File: src/rtl/voice_allocator_if.sv
// rtl/voice_allocator_if.sv - note stream in, per-voice load/status out for the voice allocator
interface voice_allocator_if #(
  parameter int NOTE_W = 6,
  parameter int DUR_W  = 6
);
  logic                  play;
  logic                  beat;
  logic                  new_note;
  logic [NOTE_W-1:0]     note;
  logic [DUR_W-1:0]      duration;
  logic [2:0]            load_voice;
  logic [3*NOTE_W-1:0]   voice_note;
  logic [2:0]            voice_active;
  logic                  steal;
  logic                  drop;
  logic                  all_idle;
  logic                  chord_done;

  modport slave (
    input  play, beat, new_note, note, duration,
    output load_voice, voice_note, voice_active, steal, drop, all_idle, chord_done
  );

  modport master (
    output play, beat, new_note, note, duration,
    input  load_voice, voice_note, voice_active, steal, drop, all_idle, chord_done
  );
endinterface

File: src/rtl/voice_allocator.sv
// rtl/voice_allocator.sv - schedules notes onto three shared voices with beat countdown and stealing
module voice_allocator #(
  parameter int NOTE_W = 6,
  parameter int DUR_W  = 6
) (
  input  logic               clk,
  input  logic               reset,
  voice_allocator_if.slave   bus
);

  logic [DUR_W-1:0]    r_remaining [3];
  logic [3*NOTE_W-1:0] r_voice_note;
  logic [2:0]          r_load_voice;
  logic [2:0]          r_voice_active;
  logic                r_steal;
  logic                r_drop;
  logic                r_all_idle;
  logic                r_chord_done;

  logic                w_tick;
  logic                w_load;
  logic                w_drop;
  logic                w_free_found;
  logic [1:0]          w_free_idx;
  logic [1:0]          w_min_idx;
  logic [DUR_W-1:0]    w_min_val;
  logic [1:0]          w_sel;
  logic [DUR_W-1:0]    w_next_rem [3];
  logic [2:0]          w_next_active;
  logic [2:0]          w_load_onehot;

  // An expiring voice frees up this very edge, so it is preferred over stealing.
  always_comb begin
    w_tick       = bus.play & bus.beat;
    w_load       = bus.new_note && (bus.note != '0) && (bus.duration != '0);
    w_drop       = bus.new_note && (bus.duration == '0);
    w_free_found = 1'b0;
    w_free_idx   = 2'd0;
    for (int i = 2; i >= 0; i--) begin
      if ((r_remaining[i] == '0) || (w_tick && (r_remaining[i] == DUR_W'(1)))) begin
        w_free_found = 1'b1;
        w_free_idx   = 2'(i);
      end
    end
    w_min_idx = 2'd0;
    w_min_val = r_remaining[0];
    for (int i = 1; i < 3; i++) begin
      if (r_remaining[i] < w_min_val) begin
        w_min_idx = 2'(i);
        w_min_val = r_remaining[i];
      end
    end
    w_sel = w_free_found ? w_free_idx : w_min_idx;
  end

  always_comb begin
    w_load_onehot = 3'b000;
    w_next_active = 3'b000;
    for (int i = 0; i < 3; i++) begin
      w_next_rem[i] = r_remaining[i];
      if (w_load && (w_sel == 2'(i))) begin
        w_next_rem[i]    = bus.duration;
        w_load_onehot[i] = 1'b1;
      end else if (w_tick && (r_remaining[i] != '0)) begin
        w_next_rem[i] = r_remaining[i] - DUR_W'(1);
      end
      w_next_active[i] = (w_next_rem[i] != '0);
    end
  end

  always_ff @(posedge clk or negedge reset) begin
    if (!reset) begin
      for (int i = 0; i < 3; i++) r_remaining[i] <= '0;
      r_voice_note   <= '0;
      r_load_voice   <= 3'b000;
      r_voice_active <= 3'b000;
      r_steal        <= 1'b0;
      r_drop         <= 1'b0;
      r_all_idle     <= 1'b1;
      r_chord_done   <= 1'b0;
    end else begin
      for (int i = 0; i < 3; i++) begin
        r_remaining[i] <= w_next_rem[i];
        if (w_load_onehot[i]) r_voice_note[i*NOTE_W +: NOTE_W] <= bus.note;
      end
      r_load_voice   <= w_load_onehot;
      r_voice_active <= w_next_active;
      r_steal        <= w_load && !w_free_found;
      r_drop         <= w_drop;
      r_all_idle     <= (w_next_active == 3'b000);
      r_chord_done   <= !r_all_idle && (w_next_active == 3'b000);
    end
  end

  assign bus.load_voice   = r_load_voice;
  assign bus.voice_note   = r_voice_note;
  assign bus.voice_active = r_voice_active;
  assign bus.steal        = r_steal;
  assign bus.drop         = r_drop;
  assign bus.all_idle     = r_all_idle;
  assign bus.chord_done   = r_chord_done;

endmodule

File: src/flat_wrapper.sv
// flat-port wrapper written by rule: the top's interface ports become plain ports
module voice_allocator_flat 
#(
  parameter int NOTE_W = 6,
  parameter int DUR_W  = 6
)
  (clk, reset, bus_play, bus_beat, bus_new_note, bus_note, bus_duration, bus_load_voice, bus_voice_note, bus_voice_active, bus_steal, bus_drop, bus_all_idle, bus_chord_done);
  voice_allocator_if #(.NOTE_W(NOTE_W), .DUR_W(DUR_W)) bus_i ();
  input  logic clk;
  input  logic reset;
  input wire logic [$bits(bus_i.play)-1:0] bus_play;
  input wire logic [$bits(bus_i.beat)-1:0] bus_beat;
  input wire logic [$bits(bus_i.new_note)-1:0] bus_new_note;
  input wire logic [$bits(bus_i.note)-1:0] bus_note;
  input wire logic [$bits(bus_i.duration)-1:0] bus_duration;
  output wire logic [$bits(bus_i.load_voice)-1:0] bus_load_voice;
  output wire logic [$bits(bus_i.voice_note)-1:0] bus_voice_note;
  output wire logic [$bits(bus_i.voice_active)-1:0] bus_voice_active;
  output wire logic [$bits(bus_i.steal)-1:0] bus_steal;
  output wire logic [$bits(bus_i.drop)-1:0] bus_drop;
  output wire logic [$bits(bus_i.all_idle)-1:0] bus_all_idle;
  output wire logic [$bits(bus_i.chord_done)-1:0] bus_chord_done;
  assign bus_i.play = bus_play;
  assign bus_i.beat = bus_beat;
  assign bus_i.new_note = bus_new_note;
  assign bus_i.note = bus_note;
  assign bus_i.duration = bus_duration;
  assign bus_load_voice = bus_i.load_voice;
  assign bus_voice_note = bus_i.voice_note;
  assign bus_voice_active = bus_i.voice_active;
  assign bus_steal = bus_i.steal;
  assign bus_drop = bus_i.drop;
  assign bus_all_idle = bus_i.all_idle;
  assign bus_chord_done = bus_i.chord_done;
  voice_allocator #(.NOTE_W(NOTE_W), .DUR_W(DUR_W)) u_core (.clk(clk), .reset(reset), .bus(bus_i));
endmodule
File: config.mk
export PLATFORM = sky130hd
export DESIGN_NAME = voice_allocator_flat
export DESIGN_NICKNAME = d
export VERILOG_FILES = /design/src/rtl/voice_allocator_if.sv /design/src/rtl/voice_allocator.sv /design/src/flat_wrapper.sv
export SDC_FILE = /design/constraint.sdc
export NUM_CORES = 1
export LEC_CHECK = 0
export BUFFER_PORTS_ARGS = -buffer_cell sky130_fd_sc_hd__buf_2
export CORE_MARGIN = 5
export CORE_UTILIZATION = 45
export DETAILED_ROUTE_END_ITERATION = 6
export PLACE_DENSITY = 0.67
export SYNTH_ARGS = -nofsm -noshare
export SYNTH_HDL_FRONTEND = slang
export SYNTH_SLANG_ARGS = --single-unit
File: constraint.sdc
create_clock -name clk -period 9.8 [get_ports clk]
set_clock_uncertainty 0.1 [all_clocks]
set_input_delay 0.98 -clock clk [delete_from_list [all_inputs] [get_ports clk]]
set_output_delay 0.98 -clock clk [all_outputs]
set_load 0.02 [all_outputs]
Yosys cells after proc, flatten, opt, wreduce, memory -nomap -nowiden
Index checks and enable logic that the tools add are counted.
{"block": "word_totals", "regBits": 46, "in_bits": 17}
{"block": "op_classes", "bitwise": 1, "addsub": 3, "eq_ne": 5, "reduce_logical": 33, "n_mux": 19, "n_lt_le_gt_ge": 2}
{"cell": "nonzero test 6 bit", "n": 8}
{"cell": "2-to-1 mux 6 bit", "n": 7}
{"cell": "logical NOT 6 bit", "n": 4}
{"cell": "equality test 6 x 1 -> 1 bit (second input constant)", "n": 3}
{"cell": "subtractor 6 x 1 -> 6 bit (second input constant)", "n": 3}
{"cell": "logical AND 1 bit", "n": 14}
{"cell": "less-than comparator 6 bit", "n": 2}
{"cell": "2-to-1 mux 2 bit", "n": 5}
{"cell": "2-to-1 mux 1 bit", "n": 7}
{"cell": "logical NOT 3 bit", "n": 1}
{"cell": "logical OR 1 bit", "n": 3}
{"cell": "equality test 2 x 1 -> 1 bit (second input constant)", "n": 1}
{"cell": "equality test 2 bit (second input constant)", "n": 1}
{"cell": "logical NOT 1 bit", "n": 2}
{"cell": "logical NOT 2 bit", "n": 1}
{"cell": "AND 1 bit", "n": 1}

Longest topological paths before layout
Gate-level depths: netlist of the first run.
{"block": "logic_depth", "word_depth": 13, "mapped_depth": 18, "depth_no_buf": 15}

Worst setup path after synthesis of the first run
Ideal clock, no wire load.
{"block": "synth_path", "path_kind": "reg-to-reg", "from": "register u_core.r_remaining[16] (netlist name)", "to": "register u_core.r_remaining[2] (netlist name)", "path_slack_ns": 6.257, "period_less_slack_ns": 3.543, "arrival_ns": 3.318, "path_stages_with_launch": 17, "cell_sequence": "dfrtp_1 > clkbuf_1 > inv_1 > ha_1 > nand2_1 > o21ai_1 > o21ba_1 > buf_6 > mux2i_1 > ha_1 > a21o_1 > a21oi_1 > nand2_1 > a211o_1 > a21oi_4 > buf_6 > mux2_2"}
{"element": "start: declaration", "line": "voice_allocator.sv:11", "source": "logic [DUR_W-1:0] r_remaining [3];"}
{"element": "start signal: indexed assignment", "line": "voice_allocator.sv:83", "source": "r_remaining[i] <= w_next_rem[i];"}

Worst setup path after layout of the first run
{"block": "layout_path", "from": "register u_core.r_remaining[17] (netlist name)", "to": "register u_core.r_voice_note[1], in the netlist u_core.bus.voice_note[1]"}
{"block": "layout_between", "elab_chain_cells": 8, "elab_cells_between_ends": 15}
{"element": "less-than comparator 6 bit / equality test 6 x 1 -> 1 bit (equally long branches)", "line": "voice_allocator.sv:48, voice_allocator.sv:40"}
{"element": "2-to-1 mux 6 bit / logical AND 1 bit (equally long branches)", "line": "voice_allocator.sv:48, voice_allocator.sv:40"}
{"element": "less-than comparator 6 bit / logical OR 1 bit (equally long branches)", "line": "voice_allocator.sv:48, voice_allocator.sv:40"}
{"element": "2-to-1 mux 2 bit, or another cell as far along", "line": "voice_allocator.sv:48", "source": "if (r_remaining[i] < w_min_val) begin"}
{"element": "2-to-1 mux 2 bit *", "line": "voice_allocator.sv:53", "source": "w_sel = w_free_found ? w_free_idx : w_min_idx;"}
{"element": "logical NOT 2 bit *", "line": "voice_allocator.sv:61", "source": "if (w_load && (w_sel == 2'(i))) begin"}
{"element": "logical AND 1 bit *", "line": "voice_allocator.sv:61"}
{"element": "2-to-1 mux 1 bit *", "line": "voice_allocator.sv:61"}
{"element": "end signal: indexed assignment", "line": "voice_allocator.sv:84", "source": "if (w_load_onehot[i]) r_voice_note[i*NOTE_W +: NOTE_W] <= bus.note;"}
{"element": "end: declaration", "line": "voice_allocator.sv:12", "source": "logic [3*NOTE_W-1:0] r_voice_note;"}
Mark *: on every way between the ends. The rest lies on a longest branch, timed or not.
A chain may end at the register's enable or synchronous reset.

==> load_flow_metrics.sql, run 1 <==
INSERT INTO impl_metrics (metric_group, metric, value, unit) VALUES
('floorplanning', 'design.die.area', '0.00822', 'mm2'),
('setup_path', 'worst_setup_path_startpoint', 'u_core.r_remaining[17]', ''),
('global_route', 'grt_first_pass_wirelength', '11800', 'um'),
('floorplanning', 'vertical_die_dimension', '90.6', 'um'),
('synth', 'yosysSeqAreaShare', '39.4', '%'),
('global_route', 'antenna_found_initial', '0', ''),
('global_route', 'grt_overflow', '0', ''),
('clocking', 'cts_buffers', '5', ''),
('clocking', 'cts.sink_count', '46', ''),
('sta', 'fmaxAchievable', '235', 'MHz'),
('final_layout', 'syn_to_final_growth', '11.5', '%'),
('clocking', 'cts_tree', 'yes', ''),
('final_layout', 'diodes', '0', ''),
('sta', 'final_period_minus_worst_setup_slack', '4260', 'ps'),
('sta', 'grt_setup_unrepaired', 'false', ''),
('synth', 'syn_nets', '312', ''),
('min_path', 'min_path_type', 'flop to flop', ''),
('placed_design', 'numPortBuffers', '44', ''),
('sta', 'hold_viol', '0', ''),
('flow_run', 'drv.max_cap_violation_count', '0', ''),
('synth', 'synth_area_leaders', 'sky130_fd_sc_hd__dfrtp_1 (38%), sky130_fd_sc_hd__mux2_2 (8.8%), sky130_fd_sc_hd__ha_1 (8.1%), sky130_fd_sc_hd__mux2_4 (4.6%), sky130_fd_sc_hd__nand2_1 (2.7%)', ''),
('sta', 'final.period_utilization', '43.4', '%'),
('detailed_routing', 'drt-wirelength-per-cell', '17.8', 'um'),
('synth', 'yosys_warnings', '0', ''),
('synth', 'yosys.cell_count.top_type', 'sky130_fd_sc_hd__dfrtp_1', ''),
('detailed_routing', 'route.final.wire_length', '7010', 'um'),
('global_route', 'grt_pass1_vias', '2345', ''),
('setup_path', 'regToRegStartpoint', 'u_core.r_remaining[17]', ''),
('setup_path', 'reg2reg_depth', '14', ''),
('synth', 'netlist-cell-type-count', '58', ''),
('synth', 'synth_edf_count', '0', ''),
('min_path', 'worstHoldEndpoint', 'u_core.bus.voice_note[17]', ''),
('setup_path', 'worstSetupStartpointType', 'flop', ''),
('clocking', 'clockBufferDepth', '2', ''),
('power', 'power_density', '399', 'mW/mm2'),
('floorplanning', 'floorplan.initialDensity', '46.1', '%'),
('clocking', 'postCtsSetupRepairBufs', '0', ''),
('placed_design', 'place_hpwl', '5290', 'um'),
('placed_design', 'place.gp.congestion', '0.922', ''),
('setup_path', 'critical_path.endpoint_type', 'flop', ''),
('sta', 'worst_slew_pin_slew', '1060', 'ps'),
('global_route', 'globalRouteTotalUtil', '17.3', '%'),
('floorplanning', 'floorplan.core_area', '0.00635', 'mm2'),
('synth', 'synthesized_netlist_cell_count', '276', ''),
('synth', 'syn_area', '0.00293', 'mm2'),
('setup_path', 'required_time_worst_endpoint', '9890', 'ps'),
('floorplanning', 'io_pins', '45', ''),
('clocking', 'cts_htree_levels', '2', ''),
('min_path', 'min-delay-start', 'u_core.bus.voice_note[17]', ''),
('detailed_routing', 'drt_pre_antenna_iters', '4', ''),
('setup_path', 'critical_path.reg2reg.endpoint', 'u_core.bus.voice_note[1]', ''),
('global_route', 'grt_max_degree', '47', ''),
('global_route', 'global_route.peak_usage_layer', 'met2', ''),
('global_route', 'fraction_of_met1_tracks_used_by_global_routing', '23.1', '%'),
('min_path', 'timing.hold.worst_path_depth', '1', ''),
('clocking', 'worst_skew_pair.late_latency', '300', 'ps'),
('final_layout', 'final_net_count', '353', ''),
('synth', 'post-synth-top-area-cell', 'sky130_fd_sc_hd__dfrtp_1', ''),
('setup_path', 'highest_net_fanout_along_the_worst_path', '13', ''),
('power', 'leakage', '1.45', 'nW'),
('synth', 'synth_flop_cell', 'sky130_fd_sc_hd__dfrtp_1', ''),
('status', 'run_status', 'finished, final reports clean', ''),
('synth', 'synth_common_cells', 'sky130_fd_sc_hd__dfrtp_1 (45), sky130_fd_sc_hd__mux2_2 (23), sky130_fd_sc_hd__nand2_1 (21), sky130_fd_sc_hd__ha_1 (19), sky130_fd_sc_hd__nor2_1 (15)', ''),
('sta', 'timing.setup.tns', '0', 'ps'),
('clocking', 'cts.root.buffer_cell', 'sky130_fd_sc_hd__clkbuf_8', ''),
('clocking', 'post_cts_resized', '0', ''),
('detailed_routing', 'routed_via_density', '5.81', ''),
('detailed_routing', 'via_count', '2296', ''),
('sta', 'maxSlewHeadroom', '29.0', '%'),
('synth', 'synth_area_per_cell', '10.6', 'um2'),
('synth', 'synth_top_area_share', '38.5', '%');
## state kept, by name, indices dropped and copies added, names as in the netlist
signal and flops:
u_core.bus.all_idle 1, u_core.bus.chord_done 1, u_core.bus.drop 1, u_core.bus.load_voice 3
u_core.bus.steal 1, u_core.bus.voice_active 3, u_core.bus.voice_note 18, u_core.r_remaining 18
## worst max-delay path by stage
stage	to	slack (ps)	cells after the start
finish	u_core.bus.voice_note[1]	5540	14
global placement	u_core.bus.voice_note[0]	5710	14
global route	u_core.bus.voice_note[2]	5250	14
CTS	u_core.bus.voice_note[0]	5560	14
floorplan	u_core.r_remaining[2]	6260	16
detailed placement	u_core.bus.voice_note[0]	5550	14
## final cells by class
class                   instances  area (um2)  share of cell area [%]
repair buffers                 45         228                    6.98
well taps                      77        96.3                    2.95
clock buffers                   6        72.6                    2.22
multi-input cells             206        1650                    50.6
inverters                      13        48.8                    1.50
flip-flops and latches         46        1150                    35.3
clock inverters                 2        15.0                   0.460
## stage by stage
step | setup WS [ps] | cell area, um2 | instances | power [mW] | utilization, %
floorplan | 6260 | 2930 | 276 | 1.02 | -
global placement | 5710 | 3170 | 387 | 1.16 | 50.0
detailed placement | 5550 | 3170 | 387 | 1.18 | 50.0
CTS | 5560 | 3260 | 395 | 1.30 | 51.4
global route | 5250 | 3260 | 395 | 1.41 | 51.4
finish | 5540 | 3260 | 395 | 1.30 | 51.4
## cells in the final DEF (no fill, tap or decap), types with 3 or more instances in the layout
| cell type | synthesis | final |
|---|---|---|
| sky130_fd_sc_hd__nor2_1 | 15 | 15 |
| sky130_fd_sc_hd__clkbuf_8 | 0 | 5 |
| sky130_fd_sc_hd__mux2i_1 | 6 | 6 |
| sky130_fd_sc_hd__mux2_2 | 23 | 23 |
| sky130_fd_sc_hd__nand4_1 | 7 | 7 |
| sky130_fd_sc_hd__o21ai_0 | 9 | 9 |
| sky130_fd_sc_hd__nor2b_1 | 4 | 4 |
| sky130_fd_sc_hd__nand3_1 | 5 | 5 |
| sky130_fd_sc_hd__nor3_1 | 7 | 7 |
| sky130_fd_sc_hd__a21oi_1 | 12 | 12 |
| sky130_fd_sc_hd__inv_1 | 13 | 13 |
| sky130_fd_sc_hd__buf_2 | 4 | 44 |
| sky130_fd_sc_hd__nor4_1 | 5 | 5 |
| sky130_fd_sc_hd__mux2_4 | 9 | 9 |
| sky130_fd_sc_hd__nor4b_1 | 3 | 3 |
| sky130_fd_sc_hd__a31oi_1 | 3 | 3 |
| sky130_fd_sc_hd__ha_1 | 19 | 19 |
| sky130_fd_sc_hd__dfrtp_1 | 45 | 45 |
| sky130_fd_sc_hd__xnor2_1 | 9 | 9 |
| sky130_fd_sc_hd__o211ai_1 | 5 | 5 |
| sky130_fd_sc_hd__nand2_1 | 21 | 21 |
| sky130_fd_sc_hd__xor2_1 | 3 | 3 |
## where the power goes
part | switching (mW) | internal [mW] | total (mW) | leakage (nW)
Clock | 0.0643 | 0.0503 | 0.115 | 0.0374
Combinational | 0.435 | 0.370 | 0.805 | 0.871
Sequential | 0.102 | 0.279 | 0.381 | 0.544
## metal layers
metal / share of wire [%] / vias to the layer above
li1: - / 1091
met1: 45 / 1115
met2: 48 / 78
met3: 5.0 / 12
met4: 2.3 / 0
met5: 0 / -
## logic make-up (layout without fill, tap and decap cells)
family                   after synthesis  after routing  share of synthesized area, %
AND/OR/NAND/NOR                       87             87                          16.6
buffers and inverters                 24             66                          4.28
AO/OA/AOI/OAI                         50             50                          12.5
multiplexers                          38             38                          15.5
XOR/XNOR                              12             12                          3.59
flip-flops                            46             46                          39.4
adder cells (fa/ha/maj)               19             19                          8.12
## critical path, stage by stage (launching register included)
cell and delay [ps]:
sky130_fd_sc_hd__dfrtp_1 460, sky130_fd_sc_hd__inv_1 120, sky130_fd_sc_hd__ha_1 320, sky130_fd_sc_hd__a21oi_1 150, sky130_fd_sc_hd__o21ai_1 100, sky130_fd_sc_hd__o21ba_1 400, sky130_fd_sc_hd__mux2i_1 240, sky130_fd_sc_hd__ha_1 270
sky130_fd_sc_hd__a21o_1 180, sky130_fd_sc_hd__a21oi_1 300, sky130_fd_sc_hd__a21oi_2 150, sky130_fd_sc_hd__or3b_1 230, sky130_fd_sc_hd__nor2_1 60, sky130_fd_sc_hd__o21bai_2 670, sky130_fd_sc_hd__mux2_2 410
Power figures use the tool's default switching activity.
==> inputs of run 2 (changes only) <==
--- a/config.mk
+++ b/config.mk
@@ -9,7 +9,7 @@
 export CORE_MARGIN = 5
 export CORE_UTILIZATION = 45
 export DETAILED_ROUTE_END_ITERATION = 6
-export PLACE_DENSITY = 0.67
+export PLACE_DENSITY = 0.69
 export SYNTH_ARGS = -nofsm -noshare
 export SYNTH_HDL_FRONTEND = slang
 export SYNTH_SLANG_ARGS = --single-unit
==> constraint.sdc (replaced) <==
create_clock -name clk -period 3.9 [get_ports clk]
set_clock_uncertainty 0.1 [all_clocks]
set_input_delay 0.39 -clock clk [delete_from_list [all_inputs] [get_ports clk]]
set_output_delay 0.39 -clock clk [all_outputs]
set_load 0.02 [all_outputs]
==> load_flow_metrics.sql, run 2 (synthesized netlist as in run 1, its figures left out) <==
INSERT INTO impl_metrics (metric_group, metric, value, unit) VALUES
('status', 'run_status', 'finished, final reports clean', ''),
('setup_path', 'required_time_worst_endpoint', '3990', 'ps'),
('global_route', 'fraction_of_met1_tracks_used_by_global_routing', '24.9', '%'),
('global_route', 'antenna_found_initial', '0', ''),
('floorplanning', 'dieWidth', '90.6', 'um'),
('final_layout', 'syn_to_final_growth', '17.5', '%'),
('clocking', 'worst_skew_pair.late_latency', '300', 'ps'),
('final_layout', 'final_util', '54.1', '%'),
('power', 'worst_case_vdd_ir_drop', '675', 'uV'),
('global_route', 'fraction_of_met3_tracks_used_by_global_routing', '1.92', '%'),
('sta', 'hold_viol', '0', ''),
('final_layout', 'diodes', '0', ''),
('clocking', 'cts_htree_levels', '2', ''),
('clocking', 'hold_buffers_post_cts', '0', ''),
('global_route', 'grt_max_degree', '47', ''),
('clocking', 'cts_buffers', '5', ''),
('setup_path', 'worstSetupStartpointType', 'flop', ''),
('setup_path', 'endpoint_arrival_time_on_the_critical_path', '3760', 'ps'),
('floorplanning', 'io_pins', '45', ''),
('floorplanning', 'floorplan.initialDensity', '46.1', '%'),
('global_route', 'globalRouteTotalUtil', '17.7', '%'),
('floorplanning', 'floorplan.core_area', '0.00635', 'mm2'),
('clocking', 'postCtsSetupRepairBufs', '0', ''),
('sta', 'maxSlewHeadroom', '31.1', '%'),
('sta', 'timing.final.max_slew_violations', '0', ''),
('global_route', 'global_route.peak_usage_layer', 'met2', ''),
('clocking', 'cts.root.buffer_cell', 'sky130_fd_sc_hd__clkbuf_8', ''),
('detailed_routing', 'ant_nets', '0', ''),
('setup_path', 'cp_cell_sequence', 'inv_1, ha_1, a21oi_1, o21ai_1, o21ba_1, mux2i_1, ha_1, a21o_1, a21oi_2, a21oi_2, buf_4, or3b_1, nor2_1, o21bai_2, buf_12, mux2_2', ''),
('sta', 'grt_setup_unrepaired', 'true', ''),
('detailed_routing', 'drt_pre_antenna_iters', '4', ''),
('setup_path', 'cp.buffers_inverters', '3', ''),
('min_path', 'min_path_type', 'input port to async pin', ''),
('global_route', 'grt_overflow', '0', ''),
('floorplanning', 'row_count', '29', ''),
('detailed_routing', 'detail_route.iter0.violations', '135', ''),
('setup_path', 'worst_path_dominant_cell_family', 'compound AO/OA/AOI/OAI gates', ''),
('power', 'leakage', '1.55', 'nW'),
('sta', 'setup_violations', '0', ''),
('clocking', 'cts_tree', 'yes', ''),
('final_layout', 'post_route_cells_drive_above_1_share', '34.6', '%'),
('global_route', 'met2_usage', '28.8', '%'),
('sta', 'finalWorstSetupSlack', '233', 'ps'),
('placed_design', 'place_hpwl', '5530', 'um'),
('final_layout', 'layout.cells.most_common_list', 'sky130_fd_sc_hd__dfrtp_1 (45), sky130_fd_sc_hd__buf_2 (44), sky130_fd_sc_hd__mux2_2 (23)', ''),
('detailed_routing', 'via_count', '2379', ''),
('setup_path', 'critPathSlowestCell', 'sky130_fd_sc_hd__dfrtp_1', ''),
('floorplanning', 'vertical_die_dimension', '90.6', 'um'),
('sta', 'final.period_utilization', '94.0', '%'),
('placed_design', 'preCtsSetupSlack', '82.4', 'ps'),
('sta', 'timing.setup.tns', '0', 'ps'),
('clocking', 'post_cts_resized', '0', ''),
('setup_path', 'critical_path.endpoint_type', 'flop', ''),
('setup_path', 'timing.critical_path.slowest_cell_delay', '390', 'ps'),
('detailed_routing', 'route.final.wire_length', '7220', 'um'),
('global_route', 'grt_first_pass_wirelength', '12100', 'um'),
('floorplanning', 'design.die.area', '0.00822', 'mm2'),
('clocking', 'clockBufferDepth', '2', ''),
('detailed_routing', 'drt-wirelength-per-cell', '17.5', 'um'),
('sta', 'fmaxAchievable', '273', 'MHz'),
('clocking', 'clkTransAtPathRegs', '90', 'ps'),
('flow_run', 'drv.max_cap_violation_count', '0', ''),
('power', 'report.power.total', '3.56', 'mW'),
('clocking', 'cts.sink_count', '46', ''),
('final_layout', 'final_net_count', '370', ''),
('detailed_routing', 'drc', '0', ''),
('final_layout', 'layout.cells.most_common', 'sky130_fd_sc_hd__dfrtp_1', ''),
('setup_path', 'highest_net_fanout_along_the_worst_path', '13', ''),
('sta', 'timing.hold.ws', '166', 'ps'),
('setup_path', 'setup.worst_path.class', 'flop to flop', ''),
('power', 'power_density', '1040', 'mW/mm2'),
('global_route', 'grt_pass1_vias', '2356', ''),
('sta', 'worst_slew_pin_slew', '1030', 'ps'),
('sta', 'final_period_minus_worst_setup_slack', '3670', 'ps'),
('detailed_routing', 'routed_via_density', '5.77', ''),
('placed_design', 'place.gp.congestion', '0.864', ''),
('placed_design', 'numPortBuffers', '44', '');
==> run 2: metal layers <==
| metal | share of wire, % | vias to the layer above |
|---|---|---|
| li1 | - | 1135 |
| met1 | 46 | 1174 |
| met5 | 0 | - |
| met4 | 1.6 | 0 |
| met3 | 3.5 | 9 |
| met2 | 48 | 61 |
==> run 2: worst paths after layout <==
check	startpoint	slack (ps)	cells after the start	end
setup / recovery	u_core.r_remaining[17]	230	16	u_core.bus.voice_note[0]
hold / removal	reset	170	1	u_core.r_remaining[17]
setup reg to reg	u_core.r_remaining[17]	230	16	u_core.bus.voice_note[0]
hold reg to reg	u_core.bus.voice_note[15]	410	1	u_core.bus.voice_note[15]
max in group asynchronous	reset	2910	1	u_core.bus.voice_note[3]
min in group clk	bus_note[0]	270	2	u_core.bus.voice_note[6]
==> run 2: through the flow <==
| stage | cells | cell area (um2) |
|---|---|---|
| after global routing | 412 | 3440 |
| final | 412 | 3440 |
| after global placement | 404 | 3330 |
| after CTS | 412 | 3420 |
| after detailed placement | 404 | 3330 |
| after floorplan | 276 | 2930 |
==> run 2: power by group <==
| part | switching (mW) | internal, mW |
|---|---|---|
| combinational | 1.25 | 1.13 |
| clock | 0.167 | 0.143 |
| sequential | 0.175 | 0.702 |
| total | 1.59 | 1.98 |
==> run 2: cell type report <==
cell class | count | area, um2
multi-input combinational | 206 | 1670
inverter | 13 | 48.8
clock buffer | 6 | 82.6
clock inverter | 2 | 12.5
timing repair buffer | 62 | 380
sequential | 46 | 1150
fill | 562 | 2910
tap | 77 | 96.3
==> run 2: worst reg2reg max path: cells and delay by family, from the launching register on <==
family | cells | cell delay [ps]
buffers and inverters | 3 | 420
muxes | 2 | 580
AOI/OAI and AO/OA | 7 | 1290
DFF | 1 | 390
adders and majority gates | 2 | 530
and+or+nand+nor | 2 | 240
==> inputs of run 3 (changes only) <==
--- a/config.mk
+++ b/config.mk
@@ -6,7 +6,7 @@
 export NUM_CORES = 1
 export LEC_CHECK = 0
 export BUFFER_PORTS_ARGS = -buffer_cell sky130_fd_sc_hd__buf_2
-export CORE_MARGIN = 5
+export CORE_ASPECT_RATIO = 0.7
 export CORE_UTILIZATION = 45
 export DETAILED_ROUTE_END_ITERATION = 6
 export PLACE_DENSITY = 0.69
==> load_flow_metrics.sql, run 3 (synthesized netlist as in run 1, its figures left out) <==
INSERT INTO impl_metrics (metric_group, metric, value, unit) VALUES
('setup_path', 'critical_path.reg2reg.endpoint', 'u_core.bus.voice_note[1]', ''),
('setup_path', 'reg2reg_setup_slack', '240', 'ps'),
('final_layout', 'post_route_cells_drive_above_1_share', '34.6', '%'),
('setup_path', 'timing.critical_path.slowest_cell_delay', '380', 'ps'),
('placed_design', 'place.gp.congestion', '0.924', ''),
('detailed_routing', 'ant_nets', '0', ''),
('floorplanning', 'io_pins', '45', ''),
('power', 'switching_share', '43.9', '%'),
('status', 'run_status', 'finished, final reports clean', ''),
('setup_path', 'regToRegStartpoint', 'u_core.r_remaining[15]', ''),
('sta', 'worst_slew_pin_slew', '993', 'ps'),
('floorplanning', 'vertical_die_dimension', '69.5', 'um'),
('placed_design', 'numPortBuffers', '44', ''),
('setup_path', 'endpoint_arrival_time_on_the_critical_path', '3740', 'ps'),
('global_route', 'grt_first_pass_wirelength', '11800', 'um'),
('clocking', 'cts_htree_levels', '2', ''),
('detailed_routing', 'detail_route.iter0.violations', '158', ''),
('sta', 'final_period_minus_worst_setup_slack', '3660', 'ps'),
('placed_design', 'place_hpwl', '5360', 'um'),
('floorplanning', 'floorplan.initialDensity', '46.9', '%'),
('sta', 'grt_setup_unrepaired', 'false', ''),
('final_layout', 'syn_to_final_growth', '17.8', '%'),
('setup_path', 'highest_net_fanout_along_the_worst_path', '13', ''),
('clocking', 'clockBufferDepth', '2', ''),
('setup_path', 'critical_path.endpoint_type', 'flop', ''),
('global_route', 'grt_max_degree', '47', ''),
('detailed_routing', 'drt_pre_antenna_iters', '4', ''),
('clocking', 'cts.root.buffer_cell', 'sky130_fd_sc_hd__clkbuf_8', ''),
('setup_path', 'worst_path_dominant_cell_family', 'compound AO/OA/AOI/OAI gates', ''),
('global_route', 'globalRouteTotalUtil', '22.1', '%'),
('detailed_routing', 'via_count', '2347', ''),
('power', 'worst_case_vdd_ir_drop', '503', 'uV'),
('sta', 'timing.final.max_slew_violations', '0', ''),
('setup_path', 'worstSetupStartpointType', 'flop', ''),
('setup_path', 'cp_cell_sequence', 'inv_1, ha_1, a21oi_1, o21ai_1, o21ba_2, mux2i_1, ha_1, a21o_1, a21oi_2, a21oi_2, buf_4, or3b_1, nor2_1, o21bai_2, buf_12, mux2_2', ''),
('power', 'power_density', '1030', 'mW/mm2'),
('setup_path', 'reg2reg_depth', '16', ''),
('clocking', 'cts_buffers', '5', ''),
('final_layout', 'layout.cells.most_common', 'sky130_fd_sc_hd__dfrtp_1', ''),
('clocking', 'clkTransAtPathRegs', '90', 'ps'),
('global_route', 'grt_pass1_vias', '2330', ''),
('global_route', 'antenna_found_initial', '0', ''),
('min_path', 'min_path_type', 'input port to async pin', ''),
('setup_path', 'critPathSlowestCell', 'sky130_fd_sc_hd__dfrtp_1', ''),
('clocking', 'cts.sink_count', '46', ''),
('detailed_routing', 'routed_via_density', '5.68', ''),
('floorplanning', 'row_count', '24', ''),
('power', 'report.power.total', '3.56', 'mW'),
('floorplanning', 'dieWidth', '98.4', 'um'),
('final_layout', 'fillerInstances', '553', ''),
('detailed_routing', 'route.final.wire_length', '7040', 'um'),
('power', 'seqPwrFrac', '24.6', '%'),
('setup_path', 'worstSetupPathDepth', '16', ''),
('setup_path', 'setup.worst_path.class', 'flop to flop', ''),
('setup_path', 'cp.buffers_inverters', '3', ''),
('final_layout', 'diodes', '0', ''),
('sta', 'setup_violations', '0', ''),
('final_layout', 'final_net_count', '370', ''),
('power', 'comb_power_share', '66.0', '%'),
('sta', 'hold_viol', '0', ''),
('final_layout', 'ff_latch_area', '0.00115', 'mm2'),
('power', 'leakage', '1.56', 'nW'),
('detailed_routing', 'drc', '0', ''),
('global_route', 'grt_overflow', '0', ''),
('clocking', 'worst_skew_pair.late_latency', '300', 'ps'),
('clocking', 'cts_tree', 'yes', ''),
('clocking', 'post_cts_resized', '0', ''),
('setup_path', 'worst_setup_path_startpoint', 'u_core.r_remaining[15]', ''),
('detailed_routing', 'drt-wirelength-per-cell', '17.0', 'um'),
('final_layout', 'layout.cells.most_common_list', 'sky130_fd_sc_hd__dfrtp_1 (45), sky130_fd_sc_hd__buf_2 (44), sky130_fd_sc_hd__mux2_2 (23)', ''),
('final_layout', 'multi_input_comb_area', '0.00166', 'mm2'),
('clocking', 'postCtsSetupRepairBufs', '0', ''),
('sta', 'fmaxAchievable', '273', 'MHz'),
('setup_path', 'timing.critical_path.to', 'u_core.bus.voice_note[1]', ''),
('sta', 'timing.setup.tns', '0', 'ps'),
('floorplanning', 'floorplan.core_area', '0.00625', 'mm2'),
('power', 'internal-power', '2.00', 'mW'),
('setup_path', 'required_time_worst_endpoint', '3980', 'ps'),
('power', 'switchingPower', '1.56', 'mW'),
('power', 'power.clock.fraction', '9.3', '%'),
('sta', 'final.period_utilization', '93.9', '%'),
('sta', 'maxSlewHeadroom', '33.8', '%'),
('floorplanning', 'design.die.area', '0.00684', 'mm2'),
('clocking', 'hold_buffers_post_cts', '0', ''),
('flow_run', 'drv.max_cap_violation_count', '0', '');
-- run 3: cell count changes in the layout (fill, tap and decap cells not counted) --
cell,change
sky130_fd_sc_hd__clkinv_2,-1
sky130_fd_sc_hd__clkinvlp_4,-1
sky130_fd_sc_hd__a31oi_1,+1
sky130_fd_sc_hd__clkbuf_8,+2
sky130_fd_sc_hd__o21ba_1,-1
sky130_fd_sc_hd__a31oi_2,-1
sky130_fd_sc_hd__o21ba_2,+1
-- run 3: cell type report --
class                           instances  area share (%)
Tap cell                               78            2.83
Sequential cell                        46            33.4
Inverter                               13            1.42
Clock buffer                            8            3.19
Timing Repair Buffer                   62            11.0
Multi-Input combinational cell        206            48.1
-- run 3: stage by stage --
stage               cell area, um2  utilization, %  setup slack [ps]  instances  hold slack (ps)
global placement              3330            53.3               194        405              387
detailed placement            3330            53.3              44.4        405              386
finish                        3450            55.2               238        413              157
CTS                           3440            55.0              24.3        413              192
global route                  3450            55.2              91.5        413              252
floorplan                     2930               -               357        276            -5.59
-- run 3: worst min path at each step --
stage	start	endpoint	slack, ps	cells after the start
global placement	u_core.bus.all_idle	u_core.bus.chord_done	390	1
detailed placement	u_core.bus.all_idle	u_core.bus.chord_done	390	1
CTS	reset	u_core.bus.voice_active[1]	190	1
global route	reset	u_core.bus.voice_note[2]	250	1
floorplan	reset	u_core.bus.chord_done	-6	0
finish	reset	u_core.bus.voice_note[2]	160	1
-- run 3: power groups by stage --
| stage | sequential, mW | clock (mW) | combinational (mW) |
|---|---|---|---|
| 6_report | 0.878 | 0.332 | 2.35 |
| 3_5_place_dp | 0.881 | 0 | 2.31 |
| 3_3_place_gp | 0.881 | 0 | 2.26 |
| 5_1_grt | 0.911 | 0.357 | 2.57 |
| 4_1_cts | 0.876 | 0.342 | 2.32 |
| 2_1_floorplan | 0.990 | 0 | 1.57 |
-- run 3: worst register-to-register path, stage by stage, from the launching register on --
cell and delay (ps):
sky130_fd_sc_hd__dfrtp_1 380, sky130_fd_sc_hd__inv_1 100, sky130_fd_sc_hd__ha_1 250, sky130_fd_sc_hd__a21oi_1 140
sky130_fd_sc_hd__o21ai_1 100, sky130_fd_sc_hd__o21ba_2 360, sky130_fd_sc_hd__mux2i_1 210, sky130_fd_sc_hd__ha_1 270
sky130_fd_sc_hd__a21o_1 200, sky130_fd_sc_hd__a21oi_2 210, sky130_fd_sc_hd__a21oi_2 90, sky130_fd_sc_hd__buf_4 150
sky130_fd_sc_hd__or3b_1 190, sky130_fd_sc_hd__nor2_1 60, sky130_fd_sc_hd__o21bai_2 190, sky130_fd_sc_hd__buf_12 190
sky130_fd_sc_hd__mux2_2 340
-- run 3: layer usage --
metal,up-vias,global-route usage [%],routed length [um]
li1,1128,-,-
met1,1127,32.4,3350
met2,83,33.3,3040
met3,9,3.53,513
met4,0,7.79,136
met5,-,0,0
